==> src/rtl/mem_port_arbiter.sv <==
// rtl/mem_port_arbiter.sv - fetch/data arbiter for the shared single-ported memory
`timescale 1ns/1ps

module mem_port_arbiter #(
   parameter int WORD_W     = 16,
   parameter int ADDR_W     = 16,
   parameter int STARVE_MAX = 4,
   parameter int CNT_W      = 4
) (
   input  logic              clk,
   input  logic              reset_n,
   input  logic              i_req,
   input  logic [ADDR_W-1:0] i_addr,
   output logic [WORD_W-1:0] i_data,
   output logic              i_ready,
   input  logic              d_req,
   input  logic              d_we,
   input  logic [ADDR_W-1:0] d_addr,
   input  logic [WORD_W-1:0] d_wdata,
   output logic [WORD_W-1:0] d_rdata,
   output logic              d_ready,
   output logic              mem_req,
   output logic              mem_we,
   output logic [ADDR_W-1:0] mem_addr,
   output logic [WORD_W-1:0] mem_wdata,
   input  logic [WORD_W-1:0] mem_rdata,
   input  logic              mem_ack,
   output logic              stall_if,
   output logic              stall_mem
);

   typedef enum logic [1:0] {
      ST_IDLE   = 2'd0,
      ST_I_BUSY = 2'd1,
      ST_D_BUSY = 2'd2
   } state_t;

   localparam logic [CNT_W-1:0] LP_STARVE_MAX = CNT_W'(STARVE_MAX);

   state_t            r_state;
   state_t            w_state_nxt;
   logic [CNT_W-1:0]  r_starve_cnt;
   logic [CNT_W-1:0]  w_starve_nxt;
   logic              r_mem_req;
   logic              w_mem_req_nxt;
   logic              r_mem_we;
   logic              w_mem_we_nxt;
   logic [ADDR_W-1:0] r_mem_addr;
   logic [ADDR_W-1:0] w_mem_addr_nxt;
   logic [WORD_W-1:0] r_mem_wdata;
   logic [WORD_W-1:0] w_mem_wdata_nxt;
   logic              w_grant_d;
   logic              w_i_done;
   logic              w_d_done;

   // Arbitration and completion: data wins unless the fetch has waited out STARVE_MAX data grants
   always_comb begin
      w_state_nxt     = r_state;
      w_starve_nxt    = r_starve_cnt;
      w_mem_req_nxt   = r_mem_req;
      w_mem_we_nxt    = r_mem_we;
      w_mem_addr_nxt  = r_mem_addr;
      w_mem_wdata_nxt = r_mem_wdata;
      w_grant_d       = d_req && (!i_req || (r_starve_cnt < LP_STARVE_MAX));
      case (r_state)
         ST_IDLE: begin
            if (w_grant_d) begin
               w_state_nxt     = ST_D_BUSY;
               w_starve_nxt    = i_req ? (r_starve_cnt + 1'b1) : '0;
               w_mem_req_nxt   = 1'b1;
               w_mem_we_nxt    = d_we;
               w_mem_addr_nxt  = d_addr;
               w_mem_wdata_nxt = d_wdata;
            end else if (i_req) begin
               w_state_nxt    = ST_I_BUSY;
               w_starve_nxt   = '0;
               w_mem_req_nxt  = 1'b1;
               w_mem_we_nxt   = 1'b0;
               w_mem_addr_nxt = i_addr;
            end
         end
         ST_I_BUSY, ST_D_BUSY: begin
            // Returning to IDLE (not re-arbitrating here) gives the requester a cycle to drop its req
            if (mem_ack) begin
               w_state_nxt   = ST_IDLE;
               w_mem_req_nxt = 1'b0;
               w_mem_we_nxt  = 1'b0;
            end
         end
         default: begin
            w_state_nxt   = ST_IDLE;
            w_mem_req_nxt = 1'b0;
            w_mem_we_nxt  = 1'b0;
         end
      endcase
   end

   // State, starvation counter and registered memory-side request
   always_ff @(posedge clk or negedge reset_n) begin
      if (!reset_n) begin
         r_state      <= ST_IDLE;
         r_starve_cnt <= '0;
         r_mem_req    <= 1'b0;
         r_mem_we     <= 1'b0;
         r_mem_addr   <= '0;
         r_mem_wdata  <= '0;
      end else begin
         r_state      <= w_state_nxt;
         r_starve_cnt <= w_starve_nxt;
         r_mem_req    <= w_mem_req_nxt;
         r_mem_we     <= w_mem_we_nxt;
         r_mem_addr   <= w_mem_addr_nxt;
         r_mem_wdata  <= w_mem_wdata_nxt;
      end
   end

   // An ack only counts while a transaction is in flight, so stray acks in IDLE are dropped
   assign w_i_done = (r_state == ST_I_BUSY) && mem_ack;
   assign w_d_done = (r_state == ST_D_BUSY) && mem_ack;

   assign i_ready   = w_i_done;
   assign d_ready   = w_d_done;
   assign i_data    = w_i_done ? mem_rdata : '0;
   assign d_rdata   = (w_d_done && !r_mem_we) ? mem_rdata : '0;
   assign mem_req   = r_mem_req;
   assign mem_we    = r_mem_we;
   assign mem_addr  = r_mem_addr;
   assign mem_wdata = r_mem_wdata;
   assign stall_if  = i_req & ~w_i_done;
   assign stall_mem = d_req & ~w_d_done;

endmodule

==> config.mk <==
export PLATFORM = sky130hd
export DESIGN_NAME = mem_port_arbiter
export DESIGN_NICKNAME = d
export VERILOG_FILES = /design/src/rtl/mem_port_arbiter.sv
export SDC_FILE = /design/constraint.sdc
export NUM_CORES = 1
export LEC_CHECK = 0
export BUFFER_PORTS_ARGS = -buffer_cell sky130_fd_sc_hd__buf_2
export CELL_PAD_IN_SITES_DETAIL_PLACEMENT = 0
export CELL_PAD_IN_SITES_GLOBAL_PLACEMENT = 2
export CORE_MARGIN = 4
export CORE_UTILIZATION = 25
export DETAILED_ROUTE_END_ITERATION = 7
export PLACE_DENSITY_LB_ADDON = 0.05
export SLEW_MARGIN = 20
export SYNTH_ARGS = -nofsm -noshare
export SYNTH_HDL_FRONTEND = slang
export SYNTH_SLANG_ARGS = --single-unit
==> constraint.sdc <==
create_clock -name clk -period 3.33 [get_ports clk]
set_input_delay 0.8325 -clock clk [delete_from_list [all_inputs] [get_ports clk]]
set_output_delay 0.8325 -clock clk [all_outputs]
set_load 0.02 [all_outputs]
==> summary.txt, run 1 <==
Layout
  • Area of the multi-input gates: 988 um^2
  • Share of cells above drive strength 1: 0.504
  • Final core utilization: 0.361
  • Synthesis-to-layout area growth: 40.9%
  • Register area: 0.00100 mm^2
  • Fin nets: 410
  • Fillers: 871
  • Fin cells: 442
  • Antenna Cells: 0

STA
  • Max Clk Rate: 373 MHz
  • Unrepaired setup endpoints after global routing: no
  • Final Skew: 0.0115 ns
  • Period utilisation layout: 0.805
  • Fin. Hold Viols: 0
  • TNS Setup: 0 ns
  • Hold slack final: 0.491 ns
  • Slew Viols, Final: 0
  • Slew margin rel.: 0.368
  • Worst slew pin tran: 0.948 ns
  • Final setup viols: 0
  • Final min period: 2.68 ns

Critical path
  • Critical-path top delay cell: buf_2
  • Worst setup path class: primary input to primary output
  • Crit-path cells: buf_2 > nand2_1 > nor2_1 > buf_4 > and2_1 > buf_2
  • Critical path required time: 2.50 ns
  • Worst-path maximum fanout: 19
  • Startpoint types: primary input
  • Critical Path AT: 1.85 ns
  • R2R setup slack: 1.28 ns
  • Largest stage delay, worst path: 0.25 ns
  • CP most frequent cell: buf_2
  • Crit end category: primary output

Route
  • Drt via density: 4.60
  • Residual DRC: 0
  • DRT Pass-1 Iters: 4
  • Drt total wl: 6720 um
  • Initial drt markers: 55
  • Post-route ant nets: 0
  • Wire per inst: 15.2 um
  • Via count: 2031

CTS
  • CTS clk-pin slew, worst paths: 0.08 ns
  • Hold-fix buffers at CTS: 0
  • CTS tree: done
  • Worst-Skew Late Latency: 0.30 ns
  • Clock Tree Buf Depth: 2
  • CTS Buf Count: 5
  • Sink Count: 40
  • Resized Gates After CTS: 0
  • H-tree level count: 2
  • Root Driver: clkbuf_8
  • Setup repair bufs after CTS: 0

Yosys
  • Top post-synthesis cells by count: dfrtp_1, nand2_1, and2_1
  • Synthesized Nets: 278
  • Register area share after synthesis: 0.476
  • Mapped Cells: 204
  • Synth area leader: dfrtp_1
  • Ys Warns: 0
  • Area share of the largest cell type after synthesis: 0.476
  • Post-synth EDFFs: 0
  • Yosys cell types: 27
  • Synth area leaders: dfrtp_1, nand2_1, and2_1, mux2_4, o211ai_1
  • Top-count cell post-synth: dfrtp_1
  • Post-Syn Area: 0.00210 mm^2
  • Synthesis-stage register bit count: 40
  • Dominant synthesized flop cell: dfrtp_1
  • Syn_area_per_cell: 10.3 um^2
  • Async set or reset register ratio after synthesis: 1.00

Global routing
  • GRT Util Overall: 0.134
  • Number of global-route vias before repair: 2154
  • First-pass GRT wire length: 10900 um
  • Largest net degree at the start of global routing: 41
  • Initial antenna violation count: 0
  • GRT overflow: 0

Floorplanning
  • Initial Util: 0.256
  • Full die area: 0.00995 mm^2
  • Rows: 33
  • Core ar.: 0.00822 mm^2
  • Boundary Pins: 140
  • Width of the chip: 99.8 um
  • Die Ht: 99.8 um

Status
  • Status: finished, final reports clean

Placement
  • Routability cong.: 0.742
  • DP Wirelength: 4950 um
  • Placed Cells: 434
  • Port Buf Inserts: 139

Pwr
  • LEAKAGE: 1.63 nW
  • P per Cell Area: 896 mW/mm^2
  • Final Power: 0.00266 W
  • Peak supply drop: 0.000342 V

Flow run
  • Maxcap violations: 0

Min path
  • Hold Path Class: flip-flop to flip-flop
[routing by layer]
metal  wire length [um]  vias to the layer above  share of wire  track usage
li1                   -                      977              -            -
met4                 55                        0         0.0082       0.0284
met3                662                        6          0.099       0.0435
met5                  0                        -              0            0
met1               2740                      962           0.41        0.156
met2               3260                       86           0.48        0.239
[state kept, by name, indices dropped and copies added (netlist names)]
signal and flops:
r_state 2, mem_addr 16, mem_req 1, r_starve_cnt 4
mem_we 1, mem_wdata 16
[critical path: cells and delay by family]
family / cells / cell delay [ns]
buffers and inverters: 3 / 0.60
AND/OR/NAND/NOR: 3 / 0.41
[cells in the final DEF, fill, tap and decap left out, types with 2 or more instances in the layout]
cell type  count
nand2_1       37
nor2b_1        2
nor2_1         4
nand4_1       16
dfrtp_1       40
mux2_2         8
buf_4          3
a32o_1         2
a22o_1         2
clkbuf_8       5
and2_1        20
inv_1          4
a21o_1         2
o211ai_1      16
mux2_4         8
and3_1        16
ha_1           4
buf_2        139
[kinds of logic after synthesis]
family	synth area share
flip-flops	0.476
AO/OA/AOI/OAI	0.104
buffers and inverters	0.0565
adder cells (fa/ha/maj)	0.0238
multiplexers	0.0999
AND/OR/NAND/NOR	0.240
[metrics by stage]
stage / area (um^2) / setup WS (ns)
2_1_floorplan: 2100 / 0.942
3_3_place_gp: 2850 / 0.732
3_5_place_dp: 2850 / 0.654
4_1_cts: 2970 / 0.652
5_1_grt: 2970 / 0.553
6_report: 2970 / 0.649
[report_power, final]
group / internal [W] / total, W / leakage, nW / switching, W
sequential: 0.000718 / 0.000836 / 0.486 / 0.000118
clock: 0.000222 / 0.000403 / 0.0541 / 0.000181
combinational: 0.000557 / 0.00142 / 1.09 / 0.000862
[final cells by class]
type | count | area share
Clock inverter | 3 | 0.0143
Sequential cell | 40 | 0.338
Clock buffer | 5 | 0.0232
Inverter | 4 | 0.00506
Tap cell | 105 | 0.0443
Multi-Input combinational cell | 143 | 0.333
Timing Repair Buffer | 142 | 0.242
[final timing paths]
| check | startpoint | endpoint | depth (start not counted) |
|---|---|---|---|
| min in group asynchronous | reset_n | mem_addr[4]$_DFFE_PN0P_ | 1 |
| max | mem_ack | d_rdata[4] | 6 |
| max in group asynchronous | reset_n | mem_addr[9]$_DFFE_PN0P_ | 1 |
| min | mem_req$_DFFE_PN0P_ | mem_req$_DFFE_PN0P_ | 1 |
| min reg2reg | mem_req$_DFFE_PN0P_ | mem_req$_DFFE_PN0P_ | 1 |
| max reg2reg | r_starve_cnt[2]$_DFFE_PN0P_ | mem_wdata[5]$_DFFE_PN0P_ | 3 |
No activity file was read; power rests on OpenSTA's default activity.
==> inputs of run 2 (changes only) <==
- CORE_UTILIZATION: 25 -> 23
- clock period: 3.33 -> 2.7 ns (I/O delays scaled with it)
==> run 2 against run 1 <==
- first-iteration DRC count fell by 20%
- routed wire length rose by 3.9%
- critical path type unchanged
- non-clock buffer count rose by 6
- critical endpoint is now d_rdata[5]
- largest power group unchanged
==> summary.txt, run 2 (synthesized netlist as in run 1, its figures left out) <==
Status
  • Status: finished, final reports clean

CTS
  • Resized Gates After CTS: 0
  • Sink Count: 40
  • Hold-fix buffers at CTS: 0
  • CTS Buf Count: 5
  • H-tree level count: 2
  • Worst-Skew Late Latency: 0.29 ns
  • Root Driver: clkbuf_8
  • CTS clk-pin slew, worst paths: 0.08 ns
  • CTS tree: done
  • Clock Tree Buf Depth: 2
  • Setup repair bufs after CTS: 0

Floorplanning
  • Boundary Pins: 140
  • Core ar.: 0.00881 mm^2
  • Die Ht: 104 um
  • Width of the chip: 104 um
  • Initial Util: 0.239
  • Full die area: 0.0107 mm^2
  • Rows: 34

Route
  • Top Metal Used: met4
  • Post-route ant nets: 0
  • Met1 WL: 3090 um
  • Drt total wl: 6980 um
  • Met2 Routed Length: 3190 um
  • Wire per inst: 15.5 um
  • Residual DRC: 0
  • Via count: 2024
  • Drt via density: 4.50
  • Initial drt markers: 44
  • DRT Pass-1 Iters: 4
  • Met3 wire length: 646 um

Layout
  • Fin nets: 416
  • Fillers: 940
  • Commonest non-fill, non-tap cell in the layout: buf_2
  • Synthesis-to-layout area growth: 41.8%
  • Register area: 0.00100 mm^2
  • Antenna Cells: 0
  • Final core utilization: 0.339
  • Area of the multi-input gates: 988 um^2
  • Final Cell Area: 0.00298 mm^2
  • Share of cells above drive strength 1: 0.512
  • Commonest cells after routing, fill and taps aside: buf_2, dfrtp_1, nand2_1

Critical path
  • Worst R2R Path Depth: 5
  • Critical-path top delay cell: buf_2
  • R2R setup slack: 0.60 ns
  • R2r startpoint: r_state[0]$_DFFE_PN0P_
  • Largest stage delay, worst path: 0.25 ns
  • Startpoint types: primary input
  • Critical Path AT: 1.65 ns
  • Crit-path cells: buf_2 > nand2_1 > nor2_1 > buf_4 > and2_1 > buf_2
  • Crit end category: primary output
  • Critical path's top delay family: buffers and inverters
  • CP most frequent cell: buf_2
  • Worst R2R End: mem_wdata[2]$_DFFE_PN0P_
  • Critical path required time: 2.03 ns
  • Buf/Inv on CP: 3
  • Worst setup path class: primary input to primary output
  • Worst-path maximum fanout: 19

STA
  • Final min period: 2.33 ns
  • Fin. Hold Viols: 0
  • Slew Viols, Final: 0
  • Period utilisation layout: 0.862
  • Final Skew: 0.00971 ns
  • Max Clk Rate: 429 MHz
  • Final setup viols: 0
  • Unrepaired setup endpoints after global routing: no
  • TNS Setup: 0 ns
  • Fin worst setup slack: 0.372 ns
  • Worst slew pin tran: 0.597 ns
  • Slew margin rel.: 0.601

Global routing
  • GRT Util Overall: 0.126
  • Initial antenna violation count: 0
  • Largest net degree at the start of global routing: 20
  • Number of global-route vias before repair: 2102
  • GRT overflow: 0
  • First-pass GRT wire length: 11100 um

Placement
  • Post-Place Cell Area: 0.00290 mm^2
  • Routability cong.: 0.732
  • Pre-CTS setup slack: 0.343 ns
  • DP Wirelength: 5410 um
  • Port Buf Inserts: 139

Pwr
  • Peak supply drop: 0.000351 V
  • LEAKAGE: 1.65 nW
  • P per Cell Area: 1080 mW/mm^2

Flow run
  • Maxcap violations: 0

Min path
  • Hold Path Class: primary input to async pin
-- run 2: worst max path at each step --
stage / from / to / slack (ns) / cells past startpoint
global placement: mem_ack / d_rdata[14] / 0.40 / 6
finish: mem_ack / d_rdata[5] / 0.37 / 6
detailed placement: mem_ack / d_rdata[5] / 0.34 / 6
global route: r_state[1]$_DFFE_PN0P_ / stall_if / 0.21 / 5
CTS: mem_ack / d_rdata[5] / 0.34 / 6
floorplan: mem_ack / d_rdata[10] / 0.63 / 4
-- run 2: final cells by class --
| cell class | instances | area share |
|---|---|---|
| flip-flops and latches | 40 | 0.335 |
| multi-input cells | 143 | 0.331 |
| repair buffers | 148 | 0.256 |
| well taps | 108 | 0.0453 |
| clock buffers | 5 | 0.0231 |
| inverters | 4 | 0.00503 |
| clock inverters | 2 | 0.00419 |
-- run 2: routing by layer --
layer | vias to the layer above | global-route usage
li1 | 996 | -
met1 | 926 | 0.160
met2 | 97 | 0.204
met3 | 5 | 0.0460
met4 | 0 | 0.0313
met5 | - | 0
-- run 2: where the power goes --
part | internal [W] | switching [W]
Combinational | 0.000708 | 0.00108
Clock | 0.000175 | 0.000215
Sequential | 0.000886 | 0.000148
Total | 0.00177 | 0.00144
-- run 2: through the flow --
stage / cells / hold WS [ns] / power (W)
final: 450 / 0.224 / 0.00321
after global routing: 450 / 0.236 / 0.00346
after CTS: 450 / 0.218 / 0.00327
after detailed placement: 443 / 0.474 / 0.00287
after global placement: 443 / 0.464 / 0.00287
after floorplan: 204 / 0.379 / 0.00226
==> inputs of run 3 (changes only) <==
- RECOVER_POWER: not set -> 25
==> run 3 against run 2 <==
- clock power hardly changed
- global-route usage stayed put
- total power hardly changed
- register-to-register slack hardly changed
- flip-flop and latch count stayed put
- clock skew is 0.00057 ns higher
- sequential share of layout area is 0.099 points higher
- die area stayed put
- routed wire length is 0.10% higher
- final cell count stayed put
- fmax stayed put
- combinational power hardly changed
- critical endpoint unchanged
- highest routed layer unchanged
==> summary.txt, run 3 (synthesized netlist as in run 1, its figures left out) <==
Status
  • Status: finished, final reports clean

Floorplanning
  • Die Ht: 104 um
  • Core ar.: 0.00881 mm^2
  • Rows: 34
  • Full die area: 0.0107 mm^2
  • Width of the chip: 104 um
  • Boundary Pins: 140
  • Initial Util: 0.239

CTS
  • H-tree level count: 2
  • Worst-Skew Late Latency: 0.29 ns
  • Hold-fix buffers at CTS: 0
  • CTS tree: done
  • Clock Tree Buf Depth: 2
  • CTS clk-pin slew, worst paths: 0.08 ns
  • Resized Gates After CTS: 0
  • CTS Buf Count: 5
  • Root Driver: clkbuf_8
  • Setup repair bufs after CTS: 0
  • Sink Count: 40

Layout
  • Fin nets: 416
  • Antenna Cells: 0
  • Commonest non-fill, non-tap cell in the layout: buf_2
  • Commonest cells after routing, fill and taps aside: buf_2, dfrtp_1, nand2_1
  • Synthesis-to-layout area growth: 41.4%
  • Share of cells above drive strength 1: 0.503
  • Fin cells: 450

Critical path
  • Critical Path AT: 1.65 ns
  • Buf/Inv on CP: 3
  • Critical path's top delay family: buffers and inverters
  • Critical path required time: 2.03 ns
  • Critical-path top delay cell: buf_2
  • R2r startpoint: r_state[0]$_DFFE_PN0P_
  • Worst R2R Path Depth: 5
  • Worst R2R End: mem_wdata[2]$_DFFE_PN0P_
  • Worst-path maximum fanout: 19
  • R2R setup slack: 0.59 ns
  • CP most frequent cell: buf_2
  • Largest stage delay, worst path: 0.25 ns
  • Startpoint types: primary input
  • Crit-path cells: buf_2 > nand2_1 > nor2_1 > buf_4 > and2_1 > buf_2
  • Crit end category: primary output
  • Worst setup path class: primary input to primary output

STA
  • Fin worst setup slack: 0.372 ns
  • Slew Viols, Final: 0
  • Period utilisation layout: 0.862
  • Slew margin rel.: 0.276
  • Hold slack final: 0.327 ns
  • Final min period: 2.33 ns
  • Final setup viols: 0
  • TNS Setup: 0 ns
  • Fin. Hold Viols: 0
  • Final Skew: 0.0103 ns
  • Worst slew pin tran: 1.09 ns
  • Max Clk Rate: 429 MHz
  • Unrepaired setup endpoints after global routing: no

Route
  • Post-route ant nets: 0
  • DRT Pass-1 Iters: 4
  • Initial drt markers: 47
  • Residual DRC: 0
  • Wire per inst: 15.5 um
  • Drt total wl: 6990 um
  • Drt via density: 4.48
  • Via count: 2014

Pwr
  • LEAKAGE: 1.64 nW
  • Final Power: 0.00321 W
  • P per Cell Area: 1080 mW/mm^2
  • Peak supply drop: 0.000349 V

Global routing
  • Largest net degree at the start of global routing: 20
  • Number of global-route vias before repair: 2102
  • First-pass GRT wire length: 11100 um
  • GRT Util Overall: 0.126
  • Initial antenna violation count: 0
  • GRT overflow: 0

Placement
  • Pre-CTS setup slack: 0.343 ns
  • DP Wirelength: 5410 um
  • Routability cong.: 0.732
  • Port Buf Inserts: 139
  • Placed Cells: 443

Flow run
  • Maxcap violations: 0

Min path
  • Hold Path Class: primary input to async pin
-- run 3: changes by cell type in the layout (fill, tap and decap cells not counted), sizes merged --
cell,before,now
clkbuf,5,8
buf,148,145
-- run 3: metal layers --
| layer | global-route usage | up-vias | share of wire |
|---|---|---|---|
| li1 | - | 995 | - |
| met3 | 0.0460 | 3 | 0.092 |
| met5 | 0 | - | 0 |
| met2 | 0.204 | 95 | 0.46 |
| met1 | 0.160 | 921 | 0.44 |
| met4 | 0.0313 | 0 | 0.0053 |
-- run 3: how the worst max path moves through the flow --
stage                  end  cells past startpoint  slack (ns)              startpoint
2_1_floorplan  d_rdata[10]                      4        0.63                 mem_ack
3_3_place_gp   d_rdata[14]                      6        0.40                 mem_ack
3_5_place_dp    d_rdata[5]                      6        0.34                 mem_ack
4_1_cts         d_rdata[5]                      6        0.34                 mem_ack
5_1_grt           stall_if                      5        0.21  r_state[1]$_DFFE_PN0P_
6_report        d_rdata[5]                      6        0.37                 mem_ack
-- run 3: power breakdown --
part | internal, W | switching (W) | total [W] | leakage (nW)
combinational | 0.000706 | 0.00108 | 0.00179 | 1.11
clock | 0.000175 | 0.000215 | 0.000390 | 0.0400
sequential | 0.000886 | 0.000148 | 0.00103 | 0.486
-- run 3: final cells by class --
type / count / area [um^2]
clock buffers: 5 / 68.8
inverters: 4 / 15.0
multi-input cells: 143 / 988
repair buffers: 148 / 754
well taps: 108 / 135
flip-flops and latches: 40 / 1000
clock inverters: 2 / 12.5
fillers: 940 / 5830
-- run 3: metrics by stage --
stage	area (um^2)	util
4_1_cts	2980	0.339
3_3_place_gp	2900	0.330
5_1_grt	2980	0.338
3_5_place_dp	2900	0.330
6_report	2980	0.338
2_1_floorplan	2100	-
